`src/rtl/chacha_seq_pkg.sv`:
```
// Shared types and constants for the ChaCha block-request sequencer.
package chacha_seq_pkg;

   localparam int DEF_CNTR_WIDTH = 32;
   localparam int DEF_LEN_WIDTH  = 16;

   localparam logic [DEF_CNTR_WIDTH-1:0] CTR_MAX = '1;

   typedef enum logic [1:0] {
      ST_IDLE  = 2'd0,
      ST_ISSUE = 2'd1,
      ST_DONE  = 2'd2
   } seq_state_e;

endpackage

```
`src/rtl/chacha_block_seq_if.sv`:
```
// Job and block-request handshake bundle between the sequencer and its environment.
interface chacha_block_seq_if #(
   parameter int CNTR_WIDTH = 32,
   parameter int LEN_WIDTH  = 16
);
   logic                  job_valid;
   logic                  job_ready;
   logic [CNTR_WIDTH-1:0] job_ctr_init;
   logic [LEN_WIDTH-1:0]  job_nblocks;
   logic                  job_allow_wrap;

   logic                  blk_valid;
   logic                  blk_ready;
   logic [CNTR_WIDTH-1:0] blk_ctr;
   logic                  blk_last;

   logic                  busy;
   logic                  done;
   logic                  err_wrap;

   // master: the sequencer producing block requests
   modport master (
      input  job_valid, job_ctr_init, job_nblocks, job_allow_wrap, blk_ready,
      output job_ready, blk_valid, blk_ctr, blk_last, busy, done, err_wrap
   );

   // slave: job source and ChaCha core consuming requests
   modport slave (
      output job_valid, job_ctr_init, job_nblocks, job_allow_wrap, blk_ready,
      input  job_ready, blk_valid, blk_ctr, blk_last, busy, done, err_wrap
   );
endinterface

```
`src/rtl/chacha_seq_ctr.sv`:
```
// Loadable up/down counter with a terminal-value compare output.
module chacha_seq_ctr #(
   parameter int               WIDTH = 32,
   parameter bit               UP    = 1'b1,
   parameter logic [WIDTH-1:0] TERM  = '1
) (
   input  logic             i_clk,
   input  logic             i_reset,
   input  logic             i_load,
   input  logic [WIDTH-1:0] i_load_val,
   input  logic             i_en,
   output logic [WIDTH-1:0] o_val,
   output logic             o_at_term
);

   logic [WIDTH-1:0] r_val;

   always_ff @(posedge i_clk or posedge i_reset) begin
      if (i_reset) begin
         r_val <= '0;
      end else if (i_load) begin
         r_val <= i_load_val;
      end else if (i_en) begin
         r_val <= UP ? r_val + WIDTH'(1) : r_val - WIDTH'(1);
      end
   end

   assign o_val     = r_val;
   assign o_at_term = (r_val == TERM);

endmodule

```
`src/rtl/chacha_block_seq.sv`:
```
// Turns a keystream job into one block request per cycle for the ChaCha core.
//
// state    | meaning
// ST_IDLE  | waiting for a job, job_ready high
// ST_ISSUE | presenting blk_ctr/blk_last until the core takes each block
// ST_DONE  | one-cycle done pulse, err_wrap if the job hit a forbidden wrap
module chacha_block_seq
   import chacha_seq_pkg::*;
#(
   parameter int CNTR_WIDTH = DEF_CNTR_WIDTH,
   parameter int LEN_WIDTH  = DEF_LEN_WIDTH
) (
   input  logic               i_clk,
   input  logic               i_reset,
   chacha_block_seq_if.master if_seq
);

   seq_state_e            r_state;
   seq_state_e            w_state_nxt;
   logic                  r_allow_wrap;
   logic                  r_err_flag;

   logic                  w_load;
   logic                  w_adv;
   logic                  w_set_err;
   logic [CNTR_WIDTH-1:0] w_ctr;
   logic                  w_ctr_max;
   logic [LEN_WIDTH-1:0]  w_rem;
   logic                  w_rem_one;

   chacha_seq_ctr #(
      .WIDTH (CNTR_WIDTH),
      .UP    (1'b1),
      .TERM  ('1)
   ) u_ctr (
      .i_clk      (i_clk),
      .i_reset    (i_reset),
      .i_load     (w_load),
      .i_load_val (if_seq.job_ctr_init),
      .i_en       (w_adv),
      .o_val      (w_ctr),
      .o_at_term  (w_ctr_max)
   );

   // remaining-block count; terminal value 1 marks the last block
   chacha_seq_ctr #(
      .WIDTH (LEN_WIDTH),
      .UP    (1'b0),
      .TERM  (LEN_WIDTH'(1))
   ) u_rem (
      .i_clk      (i_clk),
      .i_reset    (i_reset),
      .i_load     (w_load),
      .i_load_val (if_seq.job_nblocks),
      .i_en       (w_adv),
      .o_val      (w_rem),
      .o_at_term  (w_rem_one)
   );

   always_ff @(posedge i_clk or posedge i_reset) begin
      if (i_reset) begin
         r_state <= ST_IDLE;
      end else begin
         r_state <= w_state_nxt;
      end
   end

   always_comb begin
      w_state_nxt = r_state;
      w_load      = 1'b0;
      w_adv       = 1'b0;
      w_set_err   = 1'b0;
      case (r_state)
         ST_IDLE: begin
            if (if_seq.job_valid) begin
               w_load      = 1'b1;
               w_state_nxt = (if_seq.job_nblocks == '0) ? ST_DONE : ST_ISSUE;
            end
         end
         ST_ISSUE: begin
            if (if_seq.blk_ready) begin
               if (w_rem_one) begin
                  w_state_nxt = ST_DONE;
               end else if (w_ctr_max && !r_allow_wrap) begin
                  // drop the rest of the job rather than reuse counter values
                  w_set_err   = 1'b1;
                  w_state_nxt = ST_DONE;
               end else begin
                  w_adv = 1'b1;
               end
            end
         end
         ST_DONE: begin
            w_state_nxt = ST_IDLE;
         end
         default: begin
            w_state_nxt = ST_IDLE;
         end
      endcase
   end

   always_ff @(posedge i_clk or posedge i_reset) begin
      if (i_reset) begin
         r_allow_wrap <= 1'b0;
         r_err_flag   <= 1'b0;
      end else begin
         if (w_load) begin
            r_allow_wrap <= if_seq.job_allow_wrap;
         end
         if (w_set_err) begin
            r_err_flag <= 1'b1;
         end else if (r_state == ST_DONE) begin
            r_err_flag <= 1'b0;
         end
      end
   end

   assign if_seq.job_ready = (r_state == ST_IDLE);
   assign if_seq.blk_valid = (r_state == ST_ISSUE);
   assign if_seq.blk_ctr   = (r_state == ST_ISSUE) ? w_ctr : '0;
   assign if_seq.blk_last  = (r_state == ST_ISSUE) && w_rem_one;
   assign if_seq.busy      = (r_state != ST_IDLE);
   assign if_seq.done      = (r_state == ST_DONE);
   assign if_seq.err_wrap  = (r_state == ST_DONE) && r_err_flag;

endmodule

```
`src/flat_wrapper.sv`:
```
// flat-port wrapper written by rule: the top's interface ports become plain ports
module chacha_block_seq_flat import chacha_seq_pkg::*;
#(
   parameter int CNTR_WIDTH = DEF_CNTR_WIDTH,
   parameter int LEN_WIDTH  = DEF_LEN_WIDTH
)
  (i_clk, i_reset, if_seq_job_valid, if_seq_job_ctr_init, if_seq_job_nblocks, if_seq_job_allow_wrap, if_seq_blk_ready, if_seq_job_ready, if_seq_blk_valid, if_seq_blk_ctr, if_seq_blk_last, if_seq_busy, if_seq_done, if_seq_err_wrap);
  chacha_block_seq_if #(.CNTR_WIDTH(CNTR_WIDTH), .LEN_WIDTH(LEN_WIDTH)) if_seq_i ();
  input  logic i_clk;
  input  logic i_reset;
  input wire logic [$bits(if_seq_i.job_valid)-1:0] if_seq_job_valid;
  input wire logic [$bits(if_seq_i.job_ctr_init)-1:0] if_seq_job_ctr_init;
  input wire logic [$bits(if_seq_i.job_nblocks)-1:0] if_seq_job_nblocks;
  input wire logic [$bits(if_seq_i.job_allow_wrap)-1:0] if_seq_job_allow_wrap;
  input wire logic [$bits(if_seq_i.blk_ready)-1:0] if_seq_blk_ready;
  output wire logic [$bits(if_seq_i.job_ready)-1:0] if_seq_job_ready;
  output wire logic [$bits(if_seq_i.blk_valid)-1:0] if_seq_blk_valid;
  output wire logic [$bits(if_seq_i.blk_ctr)-1:0] if_seq_blk_ctr;
  output wire logic [$bits(if_seq_i.blk_last)-1:0] if_seq_blk_last;
  output wire logic [$bits(if_seq_i.busy)-1:0] if_seq_busy;
  output wire logic [$bits(if_seq_i.done)-1:0] if_seq_done;
  output wire logic [$bits(if_seq_i.err_wrap)-1:0] if_seq_err_wrap;
  assign if_seq_i.job_valid = if_seq_job_valid;
  assign if_seq_i.job_ctr_init = if_seq_job_ctr_init;
  assign if_seq_i.job_nblocks = if_seq_job_nblocks;
  assign if_seq_i.job_allow_wrap = if_seq_job_allow_wrap;
  assign if_seq_i.blk_ready = if_seq_blk_ready;
  assign if_seq_job_ready = if_seq_i.job_ready;
  assign if_seq_blk_valid = if_seq_i.blk_valid;
  assign if_seq_blk_ctr = if_seq_i.blk_ctr;
  assign if_seq_blk_last = if_seq_i.blk_last;
  assign if_seq_busy = if_seq_i.busy;
  assign if_seq_done = if_seq_i.done;
  assign if_seq_err_wrap = if_seq_i.err_wrap;
  chacha_block_seq #(.CNTR_WIDTH(CNTR_WIDTH), .LEN_WIDTH(LEN_WIDTH)) u_core (.i_clk(i_clk), .i_reset(i_reset), .if_seq(if_seq_i));
endmodule
```
`config.mk`:
```
export PLATFORM = sky130hd
export DESIGN_NAME = chacha_block_seq_flat
export DESIGN_NICKNAME = d
export VERILOG_FILES = /design/src/rtl/chacha_seq_pkg.sv /design/src/rtl/chacha_block_seq_if.sv /design/src/rtl/chacha_seq_ctr.sv /design/src/rtl/chacha_block_seq.sv /design/src/flat_wrapper.sv
export SDC_FILE = /design/constraint.sdc
export NUM_CORES = 1
export LEC_CHECK = 0
export CORE_MARGIN = 2
export CORE_UTILIZATION = 40
export CTS_BUF_LIST = sky130_fd_sc_hd__clkbuf_16
export DETAILED_ROUTE_END_ITERATION = 8
export GPL_ROUTABILITY_DRIVEN = 1
export MAX_ROUTING_LAYER = met4
export PLACE_DENSITY_LB_ADDON = 0.25
export SETUP_SLACK_MARGIN = 0.5
export SYNTH_ARGS = -nofsm -noshare
export SYNTH_HDL_FRONTEND = slang
export SYNTH_HIERARCHICAL = 1
export SYNTH_SLANG_ARGS = --single-unit
```
`constraint.sdc`:
```
create_clock -name i_clk -period 3 [get_ports i_clk]
set_input_delay 0.6 -clock i_clk [delete_from_list [all_inputs] [get_ports i_clk]]
set_output_delay 0.6 -clock i_clk [all_outputs]
set_load 0.02 [all_outputs]
```
# == After elaboration in Yosys (flattened, before gate mapping) ==
# Index checks and enable logic that the tools add are counted.
# word_totals
input_bits,53
output_inout_bits,38
register_bits,52
wordCells,47
# classes
n_mux,23
n_reduce_logical,10
add_sub_neg,2
eq_ne,7
# ops
cell,n
2-to-1 mux 32 bit,3
adder 32 x 1 -> 32 bit (second input constant),1
== test 32 bit (second input constant),1
2-to-1 mux 16 bit,2
== test 16 x 1 -> 1 bit (second input constant),1
logical NOT 16 bit,1
subtractor 16 x 1 -> 16 bit (second input constant),1
2-to-1 mux 1 bit,12
2-to-1 mux 2 bit,5
nonzero test 2 bit,3
inequality test 2 bit (second input constant),2
case mux 2 bit (2 select lines),1
logical AND 1 bit,3
inequality test 3 x 1 -> 1 bit (second input constant),1
AND reduction 3 bit,1
== test 2 x 1 -> 1 bit (second input constant),1
== test 2 bit (second input constant),1
logical NOT 2 bit,1
logical NOT 1 bit,1

# == Depth between registers and ports, before layout ==
# depth
word_depth,8
mapped_depth,12
ltp_nobuf,10

# == Hierarchy ==
# Netlist, hierarchy kept.
# modules_own_cells
module,seq_area_each_um2,area_each_um2,instances,cells_each
chacha_seq_ctr (u_core.u_ctr),800.8,1974.4,1,229
chacha_seq_ctr (u_core.u_rem),400.4,935.9,1,101
chacha_block_seq,100.1,480.5,1,66

# == Least setup slack after synthesis ==
# OpenSTA, ideal clock, no wires.
# synth_path
path_kind,reg2reg
from,register u_core.u_ctr.r_val[0] (netlist: u_core/u_ctr/o_val[0])
to,register u_core.u_ctr.r_val[16] (netlist: u_core/u_ctr/o_val[16])
setup_ps,69
path_buffers,2
required_time_ps,2931
arrival_time_ps,3167
stages_incl_launch_ff,12
period_less_slack_ps,3236
path_slack_ps,-236
cell_sequence,dfrtp_1 > ha_1 > nand4_2 > nor4_1 > nor2b_1 > nor3_1 > buf_4 > nand4_2 > or4_4 > buf_6 > or4_1 > nand3_1
# synth_via
elab_chain_cells,7
word_cells_on_any_way,10
classes_between,1 x add/sub; 1 x eq/ne; 6 x mux; 2 x reduce/logical
# synth_lines
item,line_no,rtl
"start, declared",chacha_seq_ctr.sv:16,logic [WIDTH-1:0] r_val;
"start signal, assigned",chacha_seq_ctr.sv:22,r_val <= i_load_val;
"start signal, assigned",chacha_seq_ctr.sv:24,r_val <= UP ? r_val + WIDTH'(1) : r_val - WIDTH'(1);
== test 32 bit,chacha_seq_ctr.sv:29,assign o_at_term = (r_val == TERM);
named net u_core.w_ctr_max,chacha_block_seq.sv:27,logic w_ctr_max;
logical AND 1 bit,chacha_block_seq.sv:84,end else if (w_ctr_max && !r_allow_wrap) begin
2-to-1 mux 1 bit,chacha_block_seq.sv:84,
2-to-1 mux 1 bit,chacha_block_seq.sv:82,if (w_rem_one) begin
2-to-1 mux 1 bit,chacha_block_seq.sv:81,if (if_seq.blk_ready) begin
2-to-1 mux 1 bit,chacha_block_seq.sv:73,case (r_state)
named net u_core.w_adv,chacha_block_seq.sv:24,logic w_adv;
nonzero test 2 bit (no line),n/a,
# The timed path passes the listed nets, and every way through them passes these cells. The select of a mux whose other input is x is not followed.
# A chain may end at the register's enable or synchronous reset.

# == Worst setup path after layout ==
# layout_path
from,register u_core.u_ctr.r_val[19] (netlist: u_core/u_ctr/o_val[19])
to,register u_core.u_ctr.r_val[15] (netlist: u_core/u_ctr/o_val[15])
# Same word-level chain as after synthesis.

==> metrics <==
Die W=between 90 and 100 um; CP peak stage delay=about 560 ps; first-pass GRT wire length=between 15 and 20 mm; WP depth=11; Async S/R FF share, synth=1.00; synthesized area per cell=roughly 8.6 sq um; largest cells by area after synthesis=dfrtp_1, and2_1, nand2_1, o21ai_0, xnor2_1; period utilization=0.880; Slew headroom=0.579; final net count=about 600; Routed WL=roughly 9.9 mm; root buf cell=clkbuf_16; leakage=about 2.0 nW; met1 usage=0.281; H-Tree Depth=2; EDFF count, synth=0; Die ar.=9230 sq um; Via density=between 5 and 6; Final setup viols=0; I/O pin cnt=slightly above 90; post-synthesis sequential area ratio=0.384; hold_ws=526 ps; syn nets=approximately 450; I/O Buffers=90; Die Ht=slightly below 100 um; final setup margin=around 360 ps; Area Overhead vs Synth=50.4%; synthesized instance count=396; Worst Setup End Kind=register; Worst Max-Slew Pin Slew=~630 ps; M2 GR Usage=0.378; Final Hold Violating Endpoints=0; Top FF cell, synth=dfrtp_1; setup total negative slack=0 ps; Max Clock Skew=6.76 ps; critical-path cell list=nand3_2 -> or4_4 -> nor4_2 -> nor2b_4 -> nor3_4 -> buf_4 -> buf_4 -> nand3_2 -> nor3_2 -> a311o_1 -> nand3_1; fraction of layout cells with a size suffix above 1=0.224; vias post-DR=3496; Yosys warning count=6; top cell type's share of synthesized area=0.384; Initial Util=0.413; worst-path maximum fanout=7; Slew Limit Fails=0; Clock Latency Late Sink=290 ps; CP arrival=2870 ps; gr ovfl total=0; Num CTS Buffers=5; Total GRT Usage=0.225; Inserted Diodes=0; status=complete, no violations; Slowest-stage cell, CP=or4_4; initial antenna violation count=0; Max Freq=between 0.3 and 0.4 GHz; CP Class=register to register; wire length per cell=approximately 16 um; vias in the first global route=roughly 3300; detailed-route DRC error count=0; DRT iter0 DRCs=165; largest net degree at the start of global routing=36; Worst-path clk slew=roughly 70 ps; CTS tree=done; Crit path buffers/inverters=2; FF+latch count, synth=52; core area=approximately 8200 sq um; post-DP HPWL=about 6.4 mm; Max-cap violations=0; Tmin final=about 2600 ps; cell row count=33; CP Launch Type=register; CTS max path bufs=2; Post-Syn Area=~3400 sq um; R2R depth=11; gpl congestion=between 0.7 and 0.8; overall power=about 3.6 mW; TritonRoute pass-1 iters=5; pre-CTS setup slack=54.2 ps; clk sinks=52; critical path's top delay family=simple AND/OR/NAND/NOR gates; critical path data required time=roughly 3200 ps; Hold Crit Class=register to register; GRT busiest layer=met2; VDD IR-drop max=between 300 and 400 uV; PwrDens=697 nW/um^2; met3 GRT Util=0.0345; Antenna Nets Post-Route=0; Cells on Worst Hold Path=2; Synth area leader=dfrtp_1; synth unique cells=52; RSZ-0062 raised after global routing=true
tightest hold or removal path, delay by kind of cell (launching register included):
family	cells	cell delay, ps
flip-flops	1	370
AND/OR/NAND/NOR	1	60
AO/OA/AOI/OAI	1	60
per-stage QoR:
stage          instance area (sq um)  utilization  cells
3_3_place_gp                    4470        0.544    583
3_5_place_dp                    4470        0.544    583
4_1_cts                         4980        0.606    626
5_1_grt                         5100        0.621    632
6_report                        5100        0.621    632
2_1_floorplan                   3470            -    396
power by group:
group,leakage [nW],internal (mW),switching [mW]
Sequential,0.591,0.949,0.332
Clock,0.0757,0.385,0.247
Combinational,1.35,0.824,0.820
Total,2.02,2.16,1.40
cell usage after synthesis (all sizes together) (4+ instances only):
cell / count
dfrtp: 52
nand2: 52
and2: 35
o21ai: 28
nor2: 26
or4: 19
nand4: 18
nand3: 17
xnor2: 16
inv: 15
nor4: 14
clkbuf: 12
xor2: 11
a31oi: 10
o31ai: 10
buf: 7
nor3: 7
nor2b: 5
o211ai: 5
and3: 4
mux2: 4
routing by layer:
| layer | vias to the layer above | wire, um |
|---|---|---|
| met5 | - | 0 |
| met4 | 0 | 171 |
| met3 | 18 | 561 |
| met2 | 114 | 4860 |
| met1 | 1663 | 4280 |
| li1 | 1701 | - |
layout make-up:
class	count	area (sq um)
Inverter	16	60.1
Sequential cell	52	1320
Tap cell	105	131
Fill cell	734	3120
Clock buffer	5	125
Timing Repair Buffer	143	1290
Multi-Input combinational cell	310	2140
Clock inverter	1	30.0
final timing paths:
check                                                    from                                  to  slack [ps]
setup / recovery           u_core/u_ctr/o_val[19]$_DFFE_PP0P_  u_core/u_ctr/o_val[15]$_DFFE_PP0P_         360
hold / removal                  u_core/r_err_flag$_DFFE_PP0P_       u_core/r_err_flag$_DFFE_PP0P_         530
setup reg to reg           u_core/u_ctr/o_val[19]$_DFFE_PP0P_  u_core/u_ctr/o_val[15]$_DFFE_PP0P_         360
hold reg to reg                 u_core/r_err_flag$_DFFE_PP0P_       u_core/r_err_flag$_DFFE_PP0P_         530
max in group asynchronous                             i_reset   u_core/u_rem/o_val[0]$_DFFE_PP0P_        1780
min in group asynchronous                             i_reset     u_core/r_allow_wrap$_DFFE_PP0P_         570
layout by cell type, fill, tap and decap left out, types with 3 or more instances in the layout:
cell type,n
clkdlybuf4s50_1,56
buf_4,51
nand2_1,49
dfrtp_1,39
and2_1,34
dlygate4sd2_1,28
o21ai_0,26
nor2_1,25
xnor2_1,16
nand4_1,14
inv_1,13
dfrtp_2,13
or4_1,12
xor2_1,11
nand3_1,11
nor4_1,10
a31oi_1,10
o31ai_1,8
nand3_2,6
or4_4,6
clkbuf_16,5
dlymetal6s2s_1,5
nor3_1,5
o211ai_1,5
and3_1,4
nand2_2,3
nor2b_1,3
nand4_4,3
mux2_2,3
flip-flops by register name, summed over array words and instances, names as in the netlist:
name	flops
u_core/r_err_flag	1
u_core/u_rem/o_val	16
u_core/r_allow_wrap	1
u_core/u_ctr/o_val	32
u_core/r_state	2
what timing repair did:
action                     4_1_cts  5_1_grt
resized for setup               60       28
pin swaps                       10       13
hold endpoints to repair         0        0
setup endpoints to repair       71       46
hold buffers                     0        0
gates cloned                     0        1
buffers inserted                37        5
kinds of logic after synthesis:
family          synth area share
buf+inv                   0.0487
compound gates             0.123
flops                      0.384
simple gates               0.348
mux                       0.0162
xor+xnor                  0.0697
fa+ha+maj                 0.0111
Note: power is estimated with default switching activity, not from simulation.
